[src/rtl/rx_logic_2.sv]
// rx_logic_2: merges five 2-phase (toggle) request/ack receive channels into
// a single downstream fifo write port with round-robin arbitration.
//
// Ports:
//   clk            - single clock, all state on rising edge
//   reset          - synchronous active-low reset
//   fifo_push_req  - [4:0] per-channel toggle request, asynchronous to clk
//   fifo_push_data - [5*SIZE-1:0] channel k data at [SIZE*k +: SIZE]
//   fifo_push_ack  - [4:0] per-channel toggle ack, flips when item consumed
//   fifo_write     - one-cycle write strobe to downstream fifo
//   fifo_full      - downstream fifo cannot accept a write this cycle
//   fifo_data_in   - [SIZE-1:0] item written when fifo_write=1
module rx_logic_2 #(
  parameter int SIZE = 8
) (
  input  logic                clk,
  input  logic                reset,
  input  logic [4:0]          fifo_push_req,
  input  logic [5*SIZE-1:0]   fifo_push_data,
  output logic [4:0]          fifo_push_ack,
  output logic                fifo_write,
  input  logic                fifo_full,
  output logic [SIZE-1:0]     fifo_data_in
);

  localparam int NUM_CH = 5;

  logic [NUM_CH-1:0] req_meta;
  logic [NUM_CH-1:0] req_sync;
  logic [NUM_CH-1:0] pending;
  logic [2:0]        rr;
  logic              gnt_vld;
  logic [2:0]        gnt_idx;
  logic [2:0]        rr_next;

  // A channel is pending while its synchronized request disagrees with our ack.
  assign pending = req_sync ^ fifo_push_ack;

  // First pending channel scanning rr, rr+1, ... modulo NUM_CH.
  always_comb begin
    int idx;
    gnt_vld = 1'b0;
    gnt_idx = 3'd0;
    idx     = 0;
    for (int i = 0; i < NUM_CH; i++) begin
      idx = int'(rr) + i;
      if (idx >= NUM_CH) idx = idx - NUM_CH;
      if (!gnt_vld && pending[idx]) begin
        gnt_vld = 1'b1;
        gnt_idx = 3'(idx);
      end
    end
  end

  assign rr_next = (gnt_idx == 3'(NUM_CH - 1)) ? 3'd0 : gnt_idx + 3'd1;

  always_ff @(posedge clk) begin
    if (!reset) begin
      req_meta      <= '0;
      req_sync      <= '0;
      fifo_push_ack <= '0;
      fifo_write    <= 1'b0;
      fifo_data_in  <= '0;
      rr            <= 3'd0;
    end else begin
      req_meta   <= fifo_push_req;
      req_sync   <= req_meta;
      fifo_write <= 1'b0;
      if (gnt_vld && !fifo_full) begin
        fifo_write             <= 1'b1;
        fifo_data_in           <= fifo_push_data[gnt_idx*SIZE +: SIZE];
        fifo_push_ack[gnt_idx] <= ~fifo_push_ack[gnt_idx];
        rr                     <= rr_next;
      end
    end
  end

endmodule

[config.mk]
export PLATFORM = sky130hd
export DESIGN_NAME = rx_logic_2
export DESIGN_NICKNAME = d
export VERILOG_FILES = /design/src/rtl/rx_logic_2.sv
export SDC_FILE = /design/constraint.sdc
export NUM_CORES = 1
export LEC_CHECK = 0
export ABC_AREA = 1
export BUFFER_PORTS_ARGS = -buffer_cell sky130_fd_sc_hd__buf_4
export CAP_MARGIN = 10
export CELL_PAD_IN_SITES_DETAIL_PLACEMENT = 1
export CELL_PAD_IN_SITES_GLOBAL_PLACEMENT = 1
export CORE_MARGIN = 2
export CORE_UTILIZATION = 35
export DETAILED_ROUTE_END_ITERATION = 8
export PLACE_DENSITY_LB_ADDON = 0.2
export SYNTH_ARGS = -nofsm -noshare
export SYNTH_HDL_FRONTEND = slang
export SYNTH_SLANG_ARGS = --single-unit
[constraint.sdc]
create_clock -name clk -period 3.25 [get_ports clk]
set_clock_uncertainty 0.05 [all_clocks]
set_input_delay 0.1625 -clock clk [delete_from_list [all_inputs] [get_ports clk]]
set_output_delay 0.1625 -clock clk [all_outputs]
set_load 0.01 [all_outputs]
# After elaboration in Yosys (flattened, before gate mapping)
# Index checks and enable logic that the tools add are counted.
# Widths: inputs -> output; s select.
# word_totals
ff_bits	27
inputBits	48
out_inout_bits	14
word_cells	80
# classes
n_addsub	10
magnitude_cmp	12
eq_ne	1
shift	1
muxes	37
bitwise	2
reduce_logical	11
# ops
operator	count
$lt 32x5->1 const B	5
$mux 32	5
$shiftx 40x7->8	1
$sub 4x3->5 const B	4
$bmux 1 s3	6
$mux 1	18
$mux 3	6
$ge 4x3->1 const B	4
$add 3x2->4 const B	2
$logic_and 1x1->1	6
$bwmux 5	1
$logic_not 1->1	5
$xor 5x5->5	1
$add 3x1->4 const B	1
$add 3x3->4 const B	1
$lt 3x4->1 const B	1
$sub 3x3->4 const B	1
$add 3x1->3 const B	1
$demux 1 s3	1
$eq 3x3->1 const B	1
$ge 3x1->1 const B	1
$ge 3x3->1 const B	1
$not 1->1	1

# Depth between registers and ports, before layout
# logic_depth
word_depth	23
mapped_depth	28
mapped_depth_nobuf	28

# Worst setup path after synthesis
# Ideal clock, no wire load.
# synth_path
path_kind	register to register
start	reg rr[0]
end	reg fifo_push_ack[3]
setup_time_ps	109
arrival_ps	2822
required_ps	3091
setup_slack_ps	270
stages_incl_launch_ff	24
path_buffers	1
synth_period_minus_slack_ps	2980
cell_sequence	dfxtp_1 inv_2 ha_1 inv_2 nand3_1 nand2_4 nand2_1 nand2_1 nand2_1 nor2_1 nand2_1 nand2_2 nand2_2 nand3_1 nor2_1 nor2_2 nand3_2 inv_2 buf_4 nand3_1 nand2_2 nand3_1 nand2_1 inv_1
# synth_via
elab_chain_len	23
word_cells_on_any_way	62
classes_between	add/sub: 9; order compare: 7; mux: 35; bitwise: 1; reduce/logical: 10
# synth_rtl
item	line_no	source
start: declaration	31	logic [2:0] rr;
start signal: assignment	73	rr <= rr_next;
parallel branches: the longest is 23 deep, another holds $sub 4x3->5	--	
end signal: indexed assignment	72	fifo_push_ack[gnt_idx] <= ~fifo_push_ack[gnt_idx];
end: declaration	20	output logic [4:0] fifo_push_ack,
# Parallel ways; which one is timed is not known. The select of a mux whose other input is x is not followed.
# A chain may end at the register's enable or synchronous reset.

# Worst setup path after layout
# layout_path
start	reg rr[1]
end	reg fifo_push_ack[3]
# Same word-level chain as after synthesis.

==> metrics.cfg <==
[synth]
synth_top_family_by_area=simple AND/OR/NAND/NOR gates
synth_compound_area_share_pct=9.47
synth_seq_cells=27
yosys.area_share.simple_pct=48.8
syn_area_um2=2590
syn_avg_cell_area_um2=6.03
ys.flop_type=dfxtp_1
synthTopCellsByArea=nand2_1, dfxtp_1, nand3_1, inv_1, ha_1
ys_warn_count=0
synth_cells=429
ys_top_cells_by_count=nand2_1, inv_1, nand3_1
synth_xor_area_share_pct=2.37
synth.yosys.seq_area_share_pct=20.9
synth_top_cell_by_area=nand2_1
synth-edff-count=0
synth_top_area_share_pct=23.2
post-synth-top-count-cell=nand2_1
synth.distinct_cells=34
synthesis.nets=490
async_flop_share_pct=0
yosys.area_share.adder_pct=6.28
synth.area.mux_share_pct=0

[worst_setup_path]
worstSetupPathType=register to register
reg2reg_to=fifo_push_ack[3]$_SDFFE_PN0P_
reg2reg_from=rr[1]$_SDFFE_PN0P_
worst_ep_required_time_ns=3.43
reg2reg_setup_slack_ns=0.26
critPathMaxStageDelay_ns=0.35
cp.arrival_ns=3.17
crit_path_start_kind=register
cp_max_fo=9
reg2reg_depth=21
cpMaxStageDelayCell=dfxtp_2
endpoint_kind=register
crit_path_cell_trace=buf_4 > ha_1 > nor2_2 > nand3_2 > nand2_1 > xor2_2 > nor2_1 > inv_1 > nand2_2 > inv_1 > nand3_4 > nor2_2 > nand2_1 > nand3_4 > buf_6 > nand2_4 > nor2_4 > inv_2 > a21oi_1 > nand2_1 > inv_1

[flow_run]
cap_violations=0

[finish]
nNetsFinal=574
finalNonFillerCells=611
synthToLayoutAreaGrowth_pct=33.6
fillCellCount=1009
seqCellArea_um2=546
drive_above_1_share_pct=30.7
multi_input_area_um2=1790
diodes=0

[floorplan]
pin_count=62
start_util_pct=35.9
die_w_um=90
dieArea_um2=8100
fp.coreArea_um2=7210
rows=31
fp.dieH_um=90

[route]
drt-initial-drc-count=86
routed_via_density=4.87
drc=0
ant_nets=0
drt-pass1-iter-count=4
wire_per_inst_um=13.4
vias=2975
wirelength_um=8210

[status]
status=completed

[grt]
grt_most_used_layer=met2
antenna_found_initial=0
grt_pass1_wl_um=13700
grt_overflow_total=0
grt_max_degree=24
grt_use_met1_pct=26.1
grt_pass1_vias=2958
grt_use_met2_pct=35.3
met3_usage_pct=1.84
grt_usage_pct=20.0

[place]
io_buffers=61
dp_hpwl_um=6630
dpl_worst_slack_ns=-0.0727
dp.cells=599
routabilityCongestion=0.821

[hold_path]
hold_depth=3
hold_end=req_meta[1]$_SDFF_PN0_
min-delay-start=fifo_push_req[1]
hp-class=primary input to register

[clock_tree]
clk_latency_ns=0.28
hold_buffers=0
cts_root_buf=clkbuf_8
clock_sinks=27
cts_tree=built
cts.htree.levels=1
path_clk_slew_ns=0.10
numCtsBuffers=3
cts_max_path_buffers=2

[timing]
finalHoldViolations=0
maxSlewViolCount=0
fin_ws_ns=0.265
finalSetupViolations=0
worst_slew_pin_slew_ns=0.550
rsz0062_at_grt=true
max_freq_mhz=335
whs_ns=0.00569
fin_crit_sh_pct=91.9
timing.slew.headroom_pct=63.0
tns_ns=0
period_minus_slack_ns=2.99

per-layer routing:
layer	part of all wire [%]	up-vias
li1	-	1525
met1	44	1394
met2	52	48
met3	2.9	8
met4	1.2	0
met5	0	-
cells by family (layout without fill, tap and decap cells):
family	count (synthesis)	after routing
fa+ha+maj	13	13
xor+xnor	7	7
flops	27	27
simple gates	272	272
buf+inv	70	153
compound gates	40	40
repair_timing:
item / 4_1_cts / 5_1_grt
pin swaps: 0 / 7
setup buffers: 0 / 8
hold endpoints to repair: 0 / 0
gates resized for setup: 1 / 31
cloned: 0 / 0
endpoints found under the setup margin: 13 / 16
worst max-delay path: cells and delay by family, from the launching register on:
kind            cells  cell delay [ns]
simple gates       12             1.30
flops               1             0.35
fa+ha+maj           1             0.26
xor+xnor            1             0.21
compound gates      1             0.14
buf+inv             6             0.60
state kept, by name (all words and copies together) (netlist names):
name,flops
rr,3
fifo_push_ack,5
fifo_write,1
req_sync,5
req_meta,5
fifo_data_in,8
area by class of cell:
type	count	area share [%]
Multi-Input combinational cell	332	51.8
Timing Repair Buffer	90	20.7
Sequential cell	27	15.8
Inverter	59	6.69
Tap cell	99	3.58
Clock buffer	3	1.19
Clock inverter	1	0.253
worst max-delay path by stage:
stage                                  start                            end  slack [ns]  cells after the start
after floorplan           rr[0]$_SDFFE_PN0P_  fifo_push_ack[3]$_SDFFE_PN0P_        0.27                     23
after global placement    rr[1]$_SDFFE_PN0P_  fifo_push_ack[1]$_SDFFE_PN0P_        0.13                     21
after detailed placement  rr[1]$_SDFFE_PN0P_  fifo_push_ack[3]$_SDFFE_PN0P_       -0.07                     22
after CTS                 rr[1]$_SDFFE_PN0P_  fifo_push_ack[3]$_SDFFE_PN0P_        0.02                     22
after global routing      rr[1]$_SDFFE_PN0P_  fifo_push_ack[3]$_SDFFE_PN0P_       -0.03                     21
final                     rr[1]$_SDFFE_PN0P_  fifo_push_ack[3]$_SDFFE_PN0P_        0.26                     21
metrics by stage:
step	area [µm²]	util (%)
2_1_floorplan	2590	-
3_3_place_gp	3260	45.2
3_5_place_dp	3260	45.2
4_1_cts	3310	45.9
5_1_grt	3460	48.0
6_report	3460	48.0
cell usage in the layout (no fill, tap or decap), drive strengths merged:
cell,Yosys,routed
or2,1,1
a21oi,16,16
o211ai,2,2
o21a,2,2
nand3,57,57
a32oi,1,1
nand4,10,10
nor3,4,4
o21ai,16,16
a21boi,1,1
nor2,22,22
dfxtp,27,27
xor2,1,1
o22ai,2,2
clkbuf,2,3
xnor2,6,6
ha,13,13
nand2,176,176
buf,9,90
inv,59,60
nand3b,2,2
Power is left out: the tool's default activity adds up to more than one toggle a clock period on the data nets, which glitch-free logic cannot reach.
